==> config.mk <==
export PLATFORM = sky130hd
export DESIGN_NAME = bm_acc_unit
export DESIGN_NICKNAME = d
export VERILOG_FILES = /design/src/rtl/bm_acc_unit.sv
export SDC_FILE = /design/constraint.sdc
export NUM_CORES = 1
export LEC_CHECK = 0
export CAP_MARGIN = 15
export CORE_AREA = 3 3 47 49
export DETAILED_ROUTE_END_ITERATION = 10
export DIE_AREA = 0 0 50 52
export HOLD_SLACK_MARGIN = 0.15
export PLACE_DENSITY = 0.76
export SETUP_SLACK_MARGIN = 0.15
export SYNTH_ARGS = -nofsm -noshare
export SYNTH_HDL_FRONTEND = slang
export SYNTH_SLANG_ARGS = --single-unit
==> constraint.sdc <==
create_clock -name clk -period 2.3 [get_ports clk]
set_clock_uncertainty 0.2 [all_clocks]
set_input_delay 0.23 -clock clk [delete_from_list [all_inputs] [get_ports clk]]
set_output_delay 0.23 -clock clk [all_outputs]
set_load 0.01 [all_outputs]
==> src/rtl/bm_acc_unit.sv <==
// bm_acc_unit: XOR-accumulates K consecutive bitmatrix products (one W-packet
// product per data device) into a single parity packet group and presents it
// on a one-deep valid/ready output register.
//
// Optional feature: define BM_ACC_SOP_CHECK_EN to enable the sticky sop_err
// framing check; otherwise sop_err is tied low.
//
// Ports:
//   clk, rst          clock, synchronous active-high reset
//   in_valid/in_ready product beat handshake; in_sop marks device 0 of a group
//   mult_product      W packets of PACKET_LENGTH bits from the multiply unit
//   out_valid/ready   coded group handshake
//   parity_packet     accumulated coded packets (held while stalled)
//   beat_cnt          beats accepted in the current group (0..K-1)
//   sop_err           sticky framing error
module bm_acc_unit #(
  parameter int unsigned K             = 2,
  parameter int unsigned W             = 4,
  parameter int unsigned PACKET_LENGTH = 2,
  localparam int unsigned CntW         = (K > 2) ? $clog2(K) : 1
) (
  input  logic                     clk,
  input  logic                     rst,
  input  logic                     in_valid,
  output logic                     in_ready,
  input  logic                     in_sop,
  input  logic [PACKET_LENGTH-1:0] mult_product  [0:W-1],
  output logic                     out_valid,
  input  logic                     out_ready,
  output logic [PACKET_LENGTH-1:0] parity_packet [0:W-1],
  output logic [CntW-1:0]          beat_cnt,
  output logic                     sop_err
);

  logic [PACKET_LENGTH-1:0] acc_q    [0:W-1];
  logic [PACKET_LENGTH-1:0] acc_d    [0:W-1];
  logic [PACKET_LENGTH-1:0] parity_q [0:W-1];
  logic [PACKET_LENGTH-1:0] parity_d [0:W-1];
  logic [CntW-1:0]          beat_cnt_q, beat_cnt_d;
  logic                     out_valid_q, out_valid_d;
  logic                     is_final;
  logic                     accept;

  always_comb begin
    is_final = (beat_cnt_q == CntW'(K - 1));
    // Only the final beat needs the output register, so only it back-pressures.
    in_ready = !(out_valid_q && !out_ready && is_final);
    accept   = in_valid && in_ready;

    acc_d       = acc_q;
    parity_d    = parity_q;
    beat_cnt_d  = beat_cnt_q;
    out_valid_d = out_valid_q && !out_ready;

    if (accept) begin
      if (is_final) begin
        for (int i = 0; i < int'(W); i++) begin
          parity_d[i] = acc_q[i] ^ mult_product[i];
        end
        out_valid_d = 1'b1;
        beat_cnt_d  = '0;
      end else begin
        for (int i = 0; i < int'(W); i++) begin
          // Beat 0 loads so stale data from a previous group never leaks in.
          acc_d[i] = (beat_cnt_q == '0) ? mult_product[i] : (acc_q[i] ^ mult_product[i]);
        end
        beat_cnt_d = beat_cnt_q + 1'b1;
      end
    end
  end

  always_ff @(posedge clk) begin
    if (rst) begin
      acc_q       <= '{default: '0};
      parity_q    <= '{default: '0};
      beat_cnt_q  <= '0;
      out_valid_q <= 1'b0;
    end else begin
      acc_q       <= acc_d;
      parity_q    <= parity_d;
      beat_cnt_q  <= beat_cnt_d;
      out_valid_q <= out_valid_d;
    end
  end

`ifdef BM_ACC_SOP_CHECK_EN
  logic sop_err_q, sop_err_d;

  always_comb begin
    sop_err_d = sop_err_q;
    if (accept && (in_sop != (beat_cnt_q == '0))) begin
      sop_err_d = 1'b1;
    end
  end

  always_ff @(posedge clk) begin
    if (rst) begin
      sop_err_q <= 1'b0;
    end else begin
      sop_err_q <= sop_err_d;
    end
  end

  assign sop_err = sop_err_q;
`else
  logic unused_in_sop;
  assign unused_in_sop = in_sop;
  assign sop_err       = 1'b0;
`endif

  assign out_valid     = out_valid_q;
  assign parity_packet = parity_q;
  assign beat_cnt      = beat_cnt_q;

endmodule

==> impl_metrics.csv, run 1 <==
group,metric,value,unit
yosys,yosysTopAreaCell,"dfxtp_1",
routing,dr.pass1.iters,3,
yosys,syn_area,847,um^2
sta,min_period_over_period,83.5,%
status,outcome,"finished, final reports clean",
cells_and_area,layout_common_cells,"22 x clkdlybuf4s50_1, 18 x dfxtp_1, 11 x nor2_1",
routing,wl_per_cell,11.7,um
grt,antenna_found_initial,0,
grt,gr-total-overflow,0,
setup_path,cp_top_family,"buffers and inverters",
cells_and_area,area_growth,27.2,%
cells_and_area,n_fill_cell,168,
setup_path,critPathKind,"in -> out",
clocking,clkLatencyLatePin,0.28,ns
yosys,ys_ff_latch,18,
clocking,cts-root-buf,"clkbuf_4",
clocking,cts_max_level,1,
die,io-pin-count,25,
pwr,power_density,622,mW/mm^2
grt,grt_pass1_wl,2.45,mm
grt,grt_pass1_vias,553,
sta,fin_setup_tns,0,ns
cells_and_area,n_antenna_cell,0,
routing,viasPerCell,4.77,
yosys,synthCells,76,
clocking,postCtsSetupBuffers,0,
routing,drt_iter0_drc,5,
run,cap_violations,0,
clocking,clk_pin_slew,0.10,ns
sta,max_freq,521,MHz
setup_path,worst-path-max-fanout,2,
clocking,cts_hold_buf,0,
yosys,synth_area_leaders,"dfxtp_1 43%, a311oi_2 14%, mux2i_1 9.5%",
clocking,clock_path_buffers,2,
pwr,ir_drop,0.295,mV
cells_and_area,regArea,360,um^2
cells_and_area,layout-drive-gt1-share,18.6,%
yosys,post_synth.cell_area_avg,11.1,um^2
die,core,0.00190,mm^2
yosys,synth_top_area_share,42.5,%
routing,ant_nets,0,
sta,hold_violations,0,
die,rows,16,
setup_path,path_buf_inv,2,
grt,grt_max_degree,19,
sta,slew_violations,0,
setup_path,worstPathRequired,1.87,ns
yosys,yosysSeqAreaShare,42.5,%
cells_and_area,nNetsFinal,111,
setup_path,crit_arrival,1.49,ns
die,dieArea,0.00260,mm^2
cells_and_area,multiInputGateArea,404,um^2
sta,holdWs,0.325,ns
grt,grt_usage,12.3,%
setup_path,max_stage_delay,0.52,ns
setup_path,critPathLaunchType,"input port",
cells_and_area,layout_commonest_cell,"clkdlybuf4s50_1",
min_path,hold_path_class,"reg -> reg",
clocking,ctsResizeCount,0,
sta,setup_viol,0,
placement,dpl_cell_area,0.00104,mm^2
routing,vias,591,
placement,hpwlAfterDp,1.05,mm
setup_path,cp_slowest_cell,"clkdlybuf4s50_1",
sta,min_period,1.92,ns
die,initial_core_util,44.5,%
clocking,cts_tree,"built",
setup_path,cp-end-kind,"output port",
setup_path,crit_top_cell,"clkdlybuf4s50_1",
routing,remaining_drc_errors,0,
pwr,p_leak,0.377,nW
yosys,ys.warnings.count,0,
clocking,clkSinkCount,18,
die,die_w,50,um
setup_path,crit_chain,"clkdlybuf4s50_1 > and2b_1 > nand2_1 > clkdlybuf4s50_1",
yosys,yosysUniqueCellTypes,20,
placement,routabilityCongestion,0.650,
sta,rsz0062_at_grt,"false",
yosys,synth_fp_nets,89,
routing,totalWireLength,1.46,mm
die,die_h,52,um
cells_and_area,design_area,0.00108,mm^2
placement,port_buffers,22,
clocking,cts_made_buffers,3,
==> kinds of logic after synthesis <==
| family | count (synthesis) | synth area share (%) |
|---|---|---|
| flip-flops | 18 | 42.5 |
| AO/OA/AOI/OAI | 17 | 20.8 |
| AND/OR/NAND/NOR | 16 | 8.72 |
| XOR/XNOR | 8 | 8.27 |
| multiplexers | 8 | 9.45 |
| buffers and inverters | 8 | 9.75 |
| other | 1 | 0.443 |
==> per-layer routing <==
metal,global-route usage (%),vias up,part of all wire [%]
li1,-,306,-
met1,14.2,271,47
met2,21.3,14,49
met3,3.15,0,4.0
met4,5.53,0,0
met5,0,-,0
==> per-stage QoR <==
step	total power (W)	cells	util [%]	setup WS, ns
finish	0.000670	124	56.6	0.380
global placement	0.000485	120	54.7	0.410
CTS	0.000677	124	56.6	0.366
floorplan	0.000441	76	-	1.04
global route	0.000703	124	56.6	0.309
detailed placement	0.000490	120	54.7	0.367
==> worst reg2reg max path: stages, from the launching register on <==
cell      delay (ns)
dfxtp_1         0.40
and2_4          0.32
a21oi_1         0.13
a311oi_2        0.24
==> where the power goes <==
group	leakage [nW]	internal (W)	switching, W
logic	0.208	0.0000760	0.0000596
registers	0.148	0.000332	0.0000128
clock network	0.0210	0.0000963	0.0000925
==> final timing paths <==
path	from	slack (ns)	end	cells past startpoint
hold / removal	acc_q[0]	0.32	acc_q[0]	2
hold reg to reg	acc_q[0]	0.32	acc_q[0]	2
setup / recovery	out_ready	0.38	in_ready	4
setup reg to reg	beat_cnt	0.93	parity_packet[3]	3
==> area by class of cell <==
type,instances,area share (%)
clock buffers,4,3.37
well taps,27,3.14
flip-flops and latches,18,33.4
repair buffers,25,22.5
multi-input cells,50,37.5
==> synth_stat cells (all sizes together) <==
| cell | n |
|---|---|
| a211oi | 1 |
| a21oi | 8 |
| a311oi | 8 |
| and2 | 1 |
| and2b | 1 |
| buf | 7 |
| clkbuf | 1 |
| conb | 1 |
| dfxtp | 18 |
| mux2i | 8 |
| nand2 | 1 |
| nand2b | 1 |
| nor2 | 11 |
| nor2b | 1 |
| xnor2 | 8 |
==> state kept, by name (all words and copies together) (netlist names) <==
register       flops
acc_q              8
beat_cnt           1
out_valid          1
parity_packet      8
Power figures use the tool's default switching activity.
==> inputs of run 2 (changes only) <==
- CORE_AREA: 3 3 47 49 -> 3 3 48 50
- DIE_AREA: 0 0 50 52 -> 0 0 51 53
- PLACE_DENSITY: 0.76 -> 0.73
- clock period: 2.3 -> 1.8 ns (I/O delays scaled with it)
==> impl_metrics.csv, run 2 (same netlist as run 1, synthesis figures left out) <==
group,metric,value,unit
setup_path,cp_num_cells,1,
setup_path,cp_top_family,"buffers and inverters",
pwr,clkPwrFrac,28.1,%
clocking,cts-root-buf,"clkbuf_4",
clocking,clkLatencyLatePin,0.29,ns
cells_and_area,n_antenna_cell,0,
grt,antenna_found_initial,0,
grt,grt_pass1_wl,2.48,mm
pwr,p_int,0.000648,W
sta,holdWs,0.325,ns
grt,grt_max_degree,19,
sta,setup_viol,0,
clocking,clkSinkCount,18,
pwr,swShare,24.6,%
setup_path,cp-end-kind,"output port",
pwr,power_density,783,mW/mm^2
placement,dpl_cell_area,0.00106,mm^2
sta,min_period_over_period,88.1,%
grt,gr-total-overflow,0,
cells_and_area,nNetsFinal,112,
routing,viasPerCell,4.82,
cells_and_area,design_area,0.00110,mm^2
die,die_h,53,um
die,rows,16,
clocking,clock_path_buffers,2,
status,outcome,"finished, final reports clean",
pwr,power_frac_seq,51.4,%
sta,fin_ws,0.214,ns
sta,max_freq,630,MHz
run,cap_violations,0,
die,initial_core_util,43.6,%
routing,vias,602,
setup_path,crit_arrival,1.21,ns
sta,slew_violations,0,
routing,totalWireLength,1.46,mm
grt,grt_pass1_vias,569,
pwr,power.share.combinational,20.5,%
cells_and_area,n_fill_cell,189,
routing,drt_iter0_drc,9,
setup_path,worstPathRequired,1.42,ns
clocking,postCtsSetupBuffers,0,
placement,place_ws,-0.0217,ns
setup_path,path_buf_inv,1,
setup_path,rr_worst_depth,3,
setup_path,cp_slowest_cell,"clkdlybuf4s50_1",
routing,ant_nets,0,
sta,min_period,1.59,ns
clocking,cts_max_level,1,
pwr,p_leak,0.386,nW
die,core,0.00194,mm^2
setup_path,crit_chain,"clkdlybuf4s50_1",
sta,hold_violations,0,
clocking,cts_tree,"built",
die,io-pin-count,25,
die,die_w,51,um
pwr,finalPower,0.000859,W
die,dieArea,0.00270,mm^2
cells_and_area,layout-drive-gt1-share,20.4,%
sta,fin_setup_tns,0,ns
clocking,cts_made_buffers,3,
placement,routabilityCongestion,0.659,
routing,wl_per_cell,11.7,um
pwr,ir_drop,0.422,mV
setup_path,critPathKind,"reg -> out",
sta,rsz0062_at_grt,"false",
min_path,hold_depth,2,
setup_path,worst-path-max-fanout,5,
cells_and_area,layout_commonest_cell,"clkdlybuf4s50_1",
cells_and_area,layout_common_cells,"21 x clkdlybuf4s50_1, 17 x dfxtp_1, 11 x nor2_1",
cells_and_area,area_growth,29.5,%
grt,grt_usage,12.5,%
placement,hpwlAfterDp,1.07,mm
setup_path,critPathLaunchType,"flip-flop",
setup_path,max_stage_delay,0.55,ns
routing,dr.pass1.iters,4,
clocking,clk_pin_slew,0.10,ns
pwr,p_switching,0.000211,W
placement,port_buffers,22,
min_path,hold_path_class,"reg -> reg",
routing,remaining_drc_errors,0,
==> run 2: cell types whose count changed in the layout (fill, tap and decap cells not counted) <==
cell / before / now
buf_12: 0 / 1
clkdlybuf4s50_1: 22 / 21
dfxtp_1: 18 / 17
dfxtp_2: 0 / 1
dlygate4sd2_1: 0 / 1
==> run 2: timing repair <==
item | CTS | global route
hold buffers | 0 | 0
endpoints found under the setup margin | 2 | 0
gates resized for setup | 2 | 0
==> run 2: per-stage QoR <==
stage,std cells,utilization (%)
after floorplan,76,-
after global placement,121,54.6
after detailed placement,121,54.6
after CTS,125,56.5
after global routing,125,56.5
final,125,56.5
==> run 2: power groups by stage <==
stage / logic, W / registers, W / clock network [W]
after floorplan: 0.000108 / 0.000455 / 0
after global placement: 0.000175 / 0.000449 / 0
after detailed placement: 0.000178 / 0.000451 / 0
after CTS: 0.000178 / 0.000442 / 0.000255
after global routing: 0.000192 / 0.000445 / 0.000270
final: 0.000176 / 0.000442 / 0.000242
==> run 2: per-layer routing <==
| metal | global-route usage (%) | up-vias | wire length, um | part of all wire [%] |
|---|---|---|---|---|
| met5 | 0 | - | 0 | 0 |
| met4 | 9.42 | 0 | 32 | 2.2 |
| met3 | 1.69 | 4 | 64 | 4.4 |
| met2 | 20.6 | 15 | 751 | 51 |
| met1 | 14.8 | 277 | 610 | 42 |
| li1 | - | 306 | - | - |
==> run 2: final timing paths <==
path | start | to | slack (ns)
worst max-delay path | beat_cnt | beat_cnt | 0.21
worst min-delay path | acc_q[7] | acc_q[7] | 0.33
worst max register to register | beat_cnt | parity_packet[4] | 0.53
worst min register to register | acc_q[7] | acc_q[7] | 0.33
==> run 2: area by class of cell <==
class	instances	area (um^2)	area share (%)
Multi-Input combinational cell	50	404	36.8
Sequential cell	18	362	33.0
Timing Repair Buffer	26	262	23.8
Tap cell	27	33.8	3.08
Clock buffer	4	36.3	3.31
==> inputs of run 3 (changes only) <==
- SETUP_SLACK_MARGIN: 0.15 -> not set
==> impl_metrics.csv, run 3 (same netlist as run 1, synthesis figures left out) <==
group,metric,value,unit
status,outcome,"finished, final reports clean",
clocking,cts_hold_buf,0,
die,initial_core_util,43.6,%
die,io-pin-count,25,
routing,viasPerCell,4.82,
die,die_h,53,um
run,cap_violations,0,
setup_path,cp-end-kind,"output port",
grt,grt_pass1_wl,2.48,mm
sta,rsz0062_at_grt,"false",
setup_path,cp_slowest_cell,"clkdlybuf4s50_1",
sta,max_freq,609,MHz
placement,port_buffers,22,
clocking,cts_made_buffers,3,
grt,gr-total-overflow,0,
routing,totalWireLength,1.46,mm
min_path,hold_path_class,"reg -> reg",
setup_path,worstPathRequired,1.42,ns
setup_path,crit_chain,"clkdlybuf4s50_1",
sta,min_period,1.64,ns
die,core,0.00194,mm^2
clocking,cts-root-buf,"clkbuf_4",
die,die_w,51,um
sta,slew_violations,0,
sta,min_period_over_period,91.2,%
setup_path,critPathLaunchType,"flip-flop",
routing,dr.pass1.iters,4,
cells_and_area,fin_util,56.4,%
die,dieArea,0.00270,mm^2
cells_and_area,layout_commonest_cell,"clkdlybuf4s50_1",
setup_path,cp_top_family,"buffers and inverters",
routing,wl_per_cell,11.7,um
setup_path,max_stage_delay,0.57,ns
pwr,ir_drop,0.422,mV
clocking,clkSinkCount,18,
setup_path,crit_arrival,1.26,ns
grt,antenna_found_initial,0,
grt,grt_usage,12.5,%
placement,dpl_cell_area,0.00106,mm^2
routing,vias,602,
routing,ant_nets,0,
clocking,clock_path_buffers,2,
cells_and_area,layout_common_cells,"21 x clkdlybuf4s50_1, 18 x dfxtp_1, 11 x nor2_1",
sta,setup_viol,0,
setup_path,critPathKind,"reg -> out",
cells_and_area,nNetsFinal,112,
pwr,power_density,784,mW/mm^2
routing,remaining_drc_errors,0,
clocking,cts_max_level,1,
placement,hpwlAfterDp,1.07,mm
grt,grt_pass1_vias,569,
placement,routabilityCongestion,0.659,
pwr,p_leak,0.386,nW
sta,hold_violations,0,
clocking,cts_tree,"built",
grt,grt_max_degree,19,
clocking,postCtsSetupBuffers,0,
cells_and_area,design_area,0.00110,mm^2
cells_and_area,n_antenna_cell,0,
clocking,clkLatencyLatePin,0.29,ns
setup_path,worst-path-max-fanout,5,
setup_path,path_buf_inv,1,
die,rows,16,
cells_and_area,area_growth,29.4,%
routing,drt_iter0_drc,9,
cells_and_area,layout-drive-gt1-share,19.4,%
clocking,clk_pin_slew,0.10,ns
[run 3: cell counts in the layout (fill, tap and decap cells not counted)]
Identical to the previous run, type by type.
[run 3: stage by stage]
| step | hold WS, ns | TNS (ns) | std cells | setup slack [ns] | power, W |
|---|---|---|---|---|---|
| CTS | 0.333 | 0 | 125 | 0.136 | 0.000876 |
| floorplan | 0.127 | 0 | 76 | 0.544 | 0.000563 |
| finish | 0.325 | 0 | 125 | 0.159 | 0.000859 |
| global placement | 0.294 | 0 | 121 | 0.00681 | 0.000624 |
| global route | 0.356 | 0 | 125 | 0.0980 | 0.000907 |
| detailed placement | 0.307 | -0.0217 | 121 | -0.0217 | 0.000629 |
[run 3: area by class of cell]
cell class | instances | area [um^2]
fill | 189 | 846
sequential | 18 | 360
multi-input combinational | 50 | 404
timing repair buffer | 26 | 262
clock buffer | 4 | 36.3
tap | 27 | 33.8
[run 3: path summary, 6_finish.rpt]
path | start | endpoint | slack (ns) | cells past startpoint
max | beat_cnt | beat_cnt | 0.16 | 1
max reg2reg | beat_cnt | parity_packet[4] | 0.47 | 3
min reg2reg | acc_q[7] | acc_q[7] | 0.33 | 2
min | acc_q[7] | acc_q[7] | 0.33 | 2
[run 3: layer usage]
metal | vias up | track usage, % | share of wire [%] | wire (um)
li1 | 306 | - | - | -
met1 | 277 | 14.8 | 42 | 610
met2 | 15 | 20.6 | 51 | 751
met3 | 4 | 1.69 | 4.4 | 64
met4 | 0 | 9.42 | 2.2 | 32
met5 | - | 0 | 0 | 0
[run 3: power breakdown]
part	internal, W	switching (W)	total [W]
sequential	0.000425	0.0000166	0.000441
clock	0.000123	0.000119	0.000242
combinational	0.000100	0.0000759	0.000176
[run 3: repair_timing]
| item | CTS | global route |
|---|---|---|
| gates resized for setup | 1 | 0 |
| endpoints found under the setup margin | 1 | 0 |
| endpoints found under the hold margin | 0 | 0 |
